File: config.mk
export PLATFORM = sky130hd
export DESIGN_NAME = serializer
export DESIGN_NICKNAME = d
export VERILOG_FILES = /design/src/rtl/serializer_pkg.sv /design/src/rtl/uart_transmit.sv /design/src/rtl/serializer.sv
export SDC_FILE = /design/constraint.sdc
export NUM_CORES = 1
export LEC_CHECK = 0
export CAP_MARGIN = 20
export CORE_ASPECT_RATIO = 1.1
export CORE_MARGIN = 5
export CORE_UTILIZATION = 55
export CTS_CLUSTER_DIAMETER = 80
export CTS_CLUSTER_SIZE = 28
export DETAILED_ROUTE_END_ITERATION = 8
export DONT_BUFFER_PORTS = 1
export PLACE_DENSITY = 0.77
export SLEW_MARGIN = 20
export SYNTH_ARGS = -nofsm -noshare
export SYNTH_HDL_FRONTEND = slang
export SYNTH_SLANG_ARGS = --single-unit
File: constraint.sdc
create_clock -name clk_in -period 4 [get_ports clk_in]
set_clock_uncertainty 0.1 [all_clocks]
set_input_delay 0.4 -clock clk_in [delete_from_list [all_inputs] [get_ports clk_in]]
set_output_delay 0.4 -clock clk_in [all_outputs]
set_load 0.02 [all_outputs]
File: src/rtl/serializer_pkg.sv
// Shared types and constants for the word-to-UART serializer.
// Build option: SERIALIZER_PARITY_EN adds an even-parity bit to every frame.
package serializer_pkg;

  typedef enum logic [2:0] {
    TX_IDLE,
    TX_START,
    TX_DATA,
    TX_PARITY,
    TX_STOP
  } tx_state_t;

  localparam int unsigned UART_DATA_BITS  = 8;
  localparam int unsigned UART_START_BITS = 1;
  localparam int unsigned UART_STOP_BITS  = 1;

`ifdef SERIALIZER_PARITY_EN
  localparam int unsigned UART_PARITY_BITS = 1;
`else
  localparam int unsigned UART_PARITY_BITS = 0;
`endif

  localparam int unsigned UART_FRAME_BITS =
    UART_START_BITS + UART_DATA_BITS + UART_PARITY_BITS + UART_STOP_BITS;

  // Counter width helper that never returns zero.
  function automatic int unsigned min1_clog2(input int unsigned n);
    return (n > 1) ? $clog2(n) : 1;
  endfunction

endpackage

File: src/rtl/uart_transmit.sv
// Bit-level UART transmitter: one byte per frame, chained frames without idle gap.
// Build option: SERIALIZER_PARITY_EN inserts an even-parity bit before the stop bit.
module uart_transmit
  import serializer_pkg::*;
#(
  parameter int unsigned BIT_PERIOD = 10
) (
  input  logic                      clk,
  input  logic                      rst_n,
  input  logic                      byte_valid,
  input  logic [UART_DATA_BITS-1:0] byte_data,
  output logic                      byte_ready_c,
  output logic                      byte_done_c,
  output logic                      tx
);

  localparam int unsigned BAUD_W = $clog2(BIT_PERIOD);
  localparam int unsigned BIT_W  = $clog2(UART_DATA_BITS);
  localparam logic [BAUD_W-1:0] BAUD_LAST = BAUD_W'(BIT_PERIOD - 1);
  localparam logic [BIT_W-1:0]  BIT_LAST  = BIT_W'(UART_DATA_BITS - 1);

  tx_state_t                 state_q, state_d;
  logic [BAUD_W-1:0]         baud_q, baud_d;
  logic [BIT_W-1:0]          bit_q, bit_d;
  logic [UART_DATA_BITS-1:0] shift_q, shift_d;
  logic                      tx_q, tx_d;
  logic                      bit_end;
`ifdef SERIALIZER_PARITY_EN
  logic                      parity_q, parity_d;
`endif

  always_ff @(posedge clk or negedge rst_n) begin
    if (!rst_n) begin
      state_q  <= TX_IDLE;
      baud_q   <= '0;
      bit_q    <= '0;
      shift_q  <= '0;
      tx_q     <= 1'b1;
`ifdef SERIALIZER_PARITY_EN
      parity_q <= 1'b0;
`endif
    end else begin
      state_q  <= state_d;
      baud_q   <= baud_d;
      bit_q    <= bit_d;
      shift_q  <= shift_d;
      tx_q     <= tx_d;
`ifdef SERIALIZER_PARITY_EN
      parity_q <= parity_d;
`endif
    end
  end

  // Next-state and next-line-level; tx_d is registered so the pin never glitches.
  always_comb begin
    state_d      = state_q;
    baud_d       = baud_q;
    bit_d        = bit_q;
    shift_d      = shift_q;
    tx_d         = tx_q;
`ifdef SERIALIZER_PARITY_EN
    parity_d     = parity_q;
`endif
    byte_ready_c = 1'b0;
    byte_done_c  = 1'b0;
    bit_end      = (baud_q == BAUD_LAST);

    if (state_q != TX_IDLE) begin
      baud_d = bit_end ? '0 : baud_q + 1'b1;
    end

    case (state_q)
      TX_IDLE: begin
        byte_ready_c = 1'b1;
        tx_d         = 1'b1;
      end
      TX_START: begin
        if (bit_end) begin
          state_d = TX_DATA;
          tx_d    = shift_q[0];
          shift_d = shift_q >> 1;
          bit_d   = '0;
        end
      end
      TX_DATA: begin
        if (bit_end) begin
          if (bit_q == BIT_LAST) begin
`ifdef SERIALIZER_PARITY_EN
            state_d = TX_PARITY;
            tx_d    = parity_q;
`else
            state_d = TX_STOP;
            tx_d    = 1'b1;
`endif
          end else begin
            tx_d    = shift_q[0];
            shift_d = shift_q >> 1;
            bit_d   = bit_q + 1'b1;
          end
        end
      end
`ifdef SERIALIZER_PARITY_EN
      TX_PARITY: begin
        if (bit_end) begin
          state_d = TX_STOP;
          tx_d    = 1'b1;
        end
      end
`endif
      TX_STOP: begin
        if (bit_end) begin
          byte_done_c  = 1'b1;
          byte_ready_c = 1'b1;
          state_d      = TX_IDLE;
          tx_d         = 1'b1;
        end
      end
      default: begin
        state_d = TX_IDLE;
        tx_d    = 1'b1;
      end
    endcase

    // A byte offered while ready starts its start bit on the very next cycle.
    if (byte_ready_c && byte_valid) begin
      state_d  = TX_START;
      tx_d     = 1'b0;
      baud_d   = '0;
      shift_d  = byte_data;
`ifdef SERIALIZER_PARITY_EN
      parity_d = ^byte_data;
`endif
    end
  end

  assign tx = tx_q;

endmodule

File: src/rtl/serializer.sv
// Word serializer: sends a DATA_BYTES-wide word as back-to-back UART frames, LSB byte first.
// Build option: SERIALIZER_PARITY_EN switches frames from 8N1 to 8E1.
module serializer
  import serializer_pkg::*;
#(
  parameter int unsigned DATA_BYTES       = 4,
  parameter int unsigned BAUD_RATE        = 9600,
  parameter int unsigned INPUT_CLOCK_FREQ = 100_000_000
) (
  input  logic                               clk_in,
  input  logic                               rst_n_in,
  input  logic                               valid_in,
  input  logic [UART_DATA_BITS*DATA_BYTES-1:0] data_in,
  output logic                               ready_out,
  output logic                               busy_out,
  output logic                               done_out,
  output logic                               tx_wire_out
);

  localparam int unsigned BIT_PERIOD = INPUT_CLOCK_FREQ / BAUD_RATE;
  localparam int unsigned WORD_W     = UART_DATA_BITS * DATA_BYTES;
  localparam int unsigned IDX_W      = min1_clog2(DATA_BYTES);
  localparam logic [IDX_W-1:0] IDX_LAST = IDX_W'(DATA_BYTES - 1);

  logic [WORD_W-1:0]         shift_q;
  logic [WORD_W-1:0]         shifted;
  logic [IDX_W-1:0]          idx_q;
  logic                      ready_q;
  logic                      busy_q;
  logic                      done_q;
  logic                      accept;
  logic                      last_byte;
  logic                      byte_valid;
  logic                      byte_ready;
  logic                      byte_done;
  logic [UART_DATA_BITS-1:0] byte_data;

  assign accept    = valid_in && ready_q && byte_ready;
  assign last_byte = (idx_q == IDX_LAST);
  assign shifted   = shift_q >> UART_DATA_BITS;

  // First byte goes straight from data_in so the start bit follows the accept edge.
  assign byte_valid = accept || (busy_q && byte_done && !last_byte);
  assign byte_data  = accept ? data_in[UART_DATA_BITS-1:0] : shifted[UART_DATA_BITS-1:0];

  always_ff @(posedge clk_in or negedge rst_n_in) begin
    if (!rst_n_in) begin
      shift_q <= '0;
      idx_q   <= '0;
      ready_q <= 1'b1;
      busy_q  <= 1'b0;
      done_q  <= 1'b0;
    end else begin
      done_q <= 1'b0;
      if (accept) begin
        shift_q <= data_in;
        idx_q   <= '0;
        ready_q <= 1'b0;
        busy_q  <= 1'b1;
      end else if (busy_q && byte_done) begin
        if (last_byte) begin
          busy_q  <= 1'b0;
          ready_q <= 1'b1;
          done_q  <= 1'b1;
        end else begin
          shift_q <= shifted;
          idx_q   <= idx_q + 1'b1;
        end
      end
    end
  end

  uart_transmit #(
    .BIT_PERIOD (BIT_PERIOD)
  ) u_uart_transmit (
    .clk          (clk_in),
    .rst_n        (rst_n_in),
    .byte_valid   (byte_valid),
    .byte_data    (byte_data),
    .byte_ready_c (byte_ready),
    .byte_done_c  (byte_done),
    .tx           (tx_wire_out)
  );

  assign ready_out = ready_q;
  assign busy_out  = busy_q;
  assign done_out  = done_q;

endmodule

# Yosys cells after proc, flatten, opt, wreduce, memory -nomap -nowiden
# Index checks and enable logic that the tools add are counted.
# totals
romBits	0
inputBits	35
n_memories	0
register_bits	66
mem_bits_rw	0
out_inout_bits	4
latchBits	0
# op_classes
n_eq_ne	16
n_bitwise	0
shifts	0
n_lt_le_gt_ge	0
div_mod_pow	0
n_mul	0
n_reduce_logical	20
muxes	42
add_sub_neg	3
# op_table
cell	count
32-bit two-way mux	3
14-bit two-way mux	3
8-bit two-way mux	5
3-bit two-way mux	7
1-bit two-way mux	16
8-bit case mux with 2 select lines	1
14-bit by 1-bit adder with 14-bit output, second input constant	1
14-bit equality test, second input constant	1
3-bit by 1-bit != test with 1-bit output, second input constant	4
3-bit case mux with 4 select lines	1
4-bit AND reduction	2
2-bit nonzero test	4
3-bit equality test, second input constant	2
2-bit two-way mux	3
2-bit by 1-bit != test with 1-bit output, second input constant	3
3-bit case mux with 2 select lines	1
3-bit nonzero test	2
1-bit logical AND	5
5-bit AND reduction	1
2-bit != test, second input constant	2
2-bit AND reduction	2
3-bit by 1-bit adder with 3-bit output, second input constant	1
3-bit by 1-bit equality test with 1-bit output, second input constant	1
3-bit by 2-bit equality test with 1-bit output, second input constant	1
other kinds (9)	9

# Depth between registers and ports, before layout
# depth
depth_word	9
depth_mapped	8
mapped_depth_nobuf	7

# Modules after synthesis
# A second synthesis with hierarchy kept.
# unflattened
cells_unflattened	324
hier_area_um2	2949.1
# modules_own_cells
module	cells_per_inst	area_per_inst_um2	n_inst
uart_transmit	172	1609.0	1
serializer	152	1340.0	1

# Worst setup path after synthesis
# OpenSTA, ideal clock, no wires.
# synth_timing
path_kind	register to register
startpoint	register u_uart_transmit.baud_q[6]
endpoint	register shift_q[12]
setup_ns	0.128
slack_ns	1.744
t_required_ns	3.772
arrival_time_ns	2.028
path_stages_with_launch	7
path_cell_list	dfrtp_1 or4_4 or4_1 clkbuf_1 a21oi_2 clkbuf_2 o21ai_0
# synth_between
elab_chain_cells	6
# synth_lines
item	line	rtl
start: declaration	uart_transmit.sv:23	logic [BAUD_W-1:0] baud_q, baud_d;
start signal: assignment	uart_transmit.sv:44	baud_q <= baud_d;
14-bit equality test *	uart_transmit.sv:66	bit_end = (baud_q == BAUD_LAST);
1-bit two-way mux *	uart_transmit.sv:111	if (bit_end) begin
1-bit case mux with 2 select lines / 1-bit two-way mux (equally long branches)	uart_transmit.sv:72	case (state_q)
1-bit logical AND, on equally long branches	serializer.sv:38, serializer.sv:60	
2-bit != test (no source line) / 2-bit nonzero test (equally long branches)	--	
2-bit AND reduction (no source line)	--	
end signal: assignment	serializer.sv:56	shift_q <= data_in;
end signal: assignment	serializer.sv:66	shift_q <= shifted;
end: declaration	serializer.sv:25	logic [WORD_W-1:0] shift_q;
# Every way passes the cells marked *; elsewhere a longest branch is shown, timed or not.
# A chain may end at the register's enable or synchronous reset.

# Worst setup path after layout
# layout_timing
startpoint	register u_uart_transmit.baud_q[6]
endpoint	register shift_q[16]
# Same word-level chain as after synthesis.

==> flow_summary.json <==
{
  "status": "finished, final reports clean",
  "htree_levels": 3,
  "path_class": "flop to flop",
  "grt_pass1_vias": 2156,
  "synth_ff_type": "dfrtp_1",
  "grt_pass1_wl_um": 10400,
  "drive_gt1_frac": 0.0921,
  "drv_cap": 0,
  "core-area_sq_um": 5030,
  "crit_path_max_fanout": 44,
  "dp_hpwl_um": 4000,
  "critPathLaunchType": "flop",
  "required_ps": 4070,
  "synth_top_family_by_area": "simple AND/OR/NAND/NOR gates",
  "finalWorstSetupSlack_ps": 1180,
  "synthXorXnorAreaFrac": 0.0305,
  "antenna_found_initial": 0,
  "wl_per_cell_um": 16.0,
  "power_leakage_nw": 1.40,
  "crit_arrival_ps": 2890,
  "slew_headroom": 0.254,
  "worst_slew_pin_slew_ps": 1090,
  "syn_area_sq_um": 2880,
  "fin_crit_ps": 2820,
  "async_flop_share": 1.00,
  "clk_latency_ps": 330,
  "stdcell_area_sq_um": 3130,
  "row_count": 27,
  "clockBufferDepth": 2,
  "place_area_sq_um": 2910,
  "fin_setup_tns_ps": 0,
  "diodes": 0,
  "yosysSeqAreaShare": 0.506,
  "numCtsBuffers": 9,
  "wirelength_um": 5790,
  "synth_top_area_frac": 0.487,
  "path_clk_slew_ps": 70,
  "synth_nets": 337,
  "synth_compound_area_frac": 0.145,
  "hold_ws_ps": 68.3,
  "end_kind": "flop",
  "post-place-ws_ps": 1160,
  "num_vias": 2148,
  "synth_cells": 298,
  "fp.dieW_um": 78.9,
  "irDropWorstVdd_mv": 0.237,
  "cts_sinks": 58,
  "grt_max_degree": 59,
  "muxShareOfSynthArea": 0.0592,
  "report.final.hold_viol_count": 0,
  "ys_seq_elements": 58,
  "post_cts_resized": 0,
  "final-setup-viol-count": 0,
  "drc": 0,
  "first_iter_violations": 157,
  "cts_hold_buf": 2,
  "synth_adder_area_share": 0.0174,
  "grt.overflow.total": 0,
  "synth-edff-count": 0,
  "syn_avg_cell_area_sq_um": 9.65,
  "area_growth_pct": 8.83,
  "clockRootBuffer": "clkbuf_8",
  "die-area_sq_um": 6780,
  "routed_via_density": 5.93,
  "rsz0062_at_grt": "false",
  "timing.hold.worst.class": "input pin to flop",
  "cts_tree": "yes",
  "synth_cell_types": 46,
  "synth-simple-area-share": 0.215,
  "synth_top_area_cell": "dfrtp_1",
  "ant_nets": 0,
  "pwr_density_cell_nw_per_um2": 356,
  "initial_utilization": 0.571,
  "timing.fmax_mhz": 354,
  "synth.yosys.warnings": 0,
  "synth_common_cells": "dfrtp_1 (56), nand2_1 (56), nand3_1 (24)",
  "cts_setup_buffers": 0,
  "place_congestion": 0.850,
  "grt_usage": 0.196,
  "die_h_um": 85.8,
  "ios": 39,
  "fin_crit_sh": 0.706,
  "final_nets": 338,
  "ys_top_cells_by_area": "dfrtp_1 (49%), nand2_1 (7.3%), mux2i_1 (5.9%), nand3_1 (4.2%), o21ai_0 (3.1%)",
  "port_buffers": 0,
  "first_pass_iters": 4,
  "finalMaxSlewViolations": 0
}
worst max-delay path, stage by stage (launching register included):
cell	delay [ps]
dfrtp_1	410
or4_4	560
or4_1	560
a21oi_4	800
o21ai_0	220
report_power, final:
group / total [mW] / internal (mW) / switching [mW] / leakage [nW]
combinational: 0.0152 / 0.00374 / 0.0114 / 0.663
sequential: 0.587 / 0.587 / 0 / 0.637
clock: 0.512 / 0.283 / 0.229 / 0.0958
flip-flops by register name, indices dropped and copies added (netlist names):
name	count
u_uart_transmit.tx	1
u_uart_transmit.bit_q	3
busy_out	1
u_uart_transmit.baud_q	14
done_out	1
ready_out	1
u_uart_transmit.state_q	3
shift_q	24
idx_q	2
u_uart_transmit.shift_q	8
cell usage in the layout, fill, tap and decap left out, types with 2 or more instances in the layout:
cell and n:
a22o_1 6, nor3_1 4, o31ai_1 2, o22a_1 7
a41oi_1 2, clkinv_2 4, mux2i_1 17, nor4_1 2
inv_1 2, o22ai_1 2, nand4bb_1 2, ha_1 4
o21ai_0 18, dfstp_2 2, clkbuf_8 9, o21ai_1 8
xor2_1 9, dfrtp_1 56, nand3_1 24, nor2_1 20
a21oi_1 8, nand2_1 56, buf_4 3, nand4_1 6
nand2b_1 3, and3_1 4
through the flow:
stage / util / std cells / total power, mW
detailed placement: 0.577 / 344 / 0.598
global route: 0.622 / 362 / 1.15
global placement: 0.577 / 344 / 0.598
floorplan: - / 298 / 0.598
CTS: 0.622 / 362 / 1.12
finish: 0.622 / 362 / 1.11
layer usage:
| layer | GRT usage | wire length [um] | share of wire |
|---|---|---|---|
| met1 | 0.270 | 2710 | 0.47 |
| met3 | 0.0515 | 292 | 0.050 |
| met5 | 0 | 0 | 0 |
| met2 | 0.290 | 2670 | 0.46 |
| met4 | 0.0891 | 114 | 0.020 |
area by class of cell:
| cell class | instances | area (sq um) |
|---|---|---|
| clock buffer | 10 | 128 |
| clock inverter | 6 | 57.6 |
| fill | 410 | 1900 |
| inverter | 2 | 7.51 |
| multi-input combinational | 223 | 1350 |
| sequential | 58 | 1450 |
| tap | 58 | 72.6 |
| timing repair buffer | 5 | 60.1 |
path summary, 6_finish.rpt:
path / slack, ps / cells after the start / to / start
worst max register to register: 1180 / 4 / shift_q[16] / u_uart_transmit.baud_q[6]
worst min-delay path: 70 / 2 / shift_q[29] / data_in[29]
worst max-delay path: 1180 / 4 / shift_q[16] / u_uart_transmit.baud_q[6]
min in group asynchronous: 500 / 2 / u_uart_transmit.baud_q[5] / rst_n_in
max in group asynchronous: 3010 / 2 / ready_out / rst_n_in
worst min register to register: 390 / 1 / u_uart_transmit.baud_q[12] / u_uart_transmit.baud_q[12]
kinds of logic (layout without fill, tap and decap cells):
logic type | after synthesis | after routing
XOR/XNOR | 10 | 10
buffers and inverters | 17 | 23
adder cells (fa/ha/maj) | 4 | 4
AO/OA/AOI/OAI | 63 | 63
multiplexers | 17 | 17
AND/OR/NAND/NOR | 129 | 129
flip-flops | 58 | 58
Power figures use the tool's default switching activity.
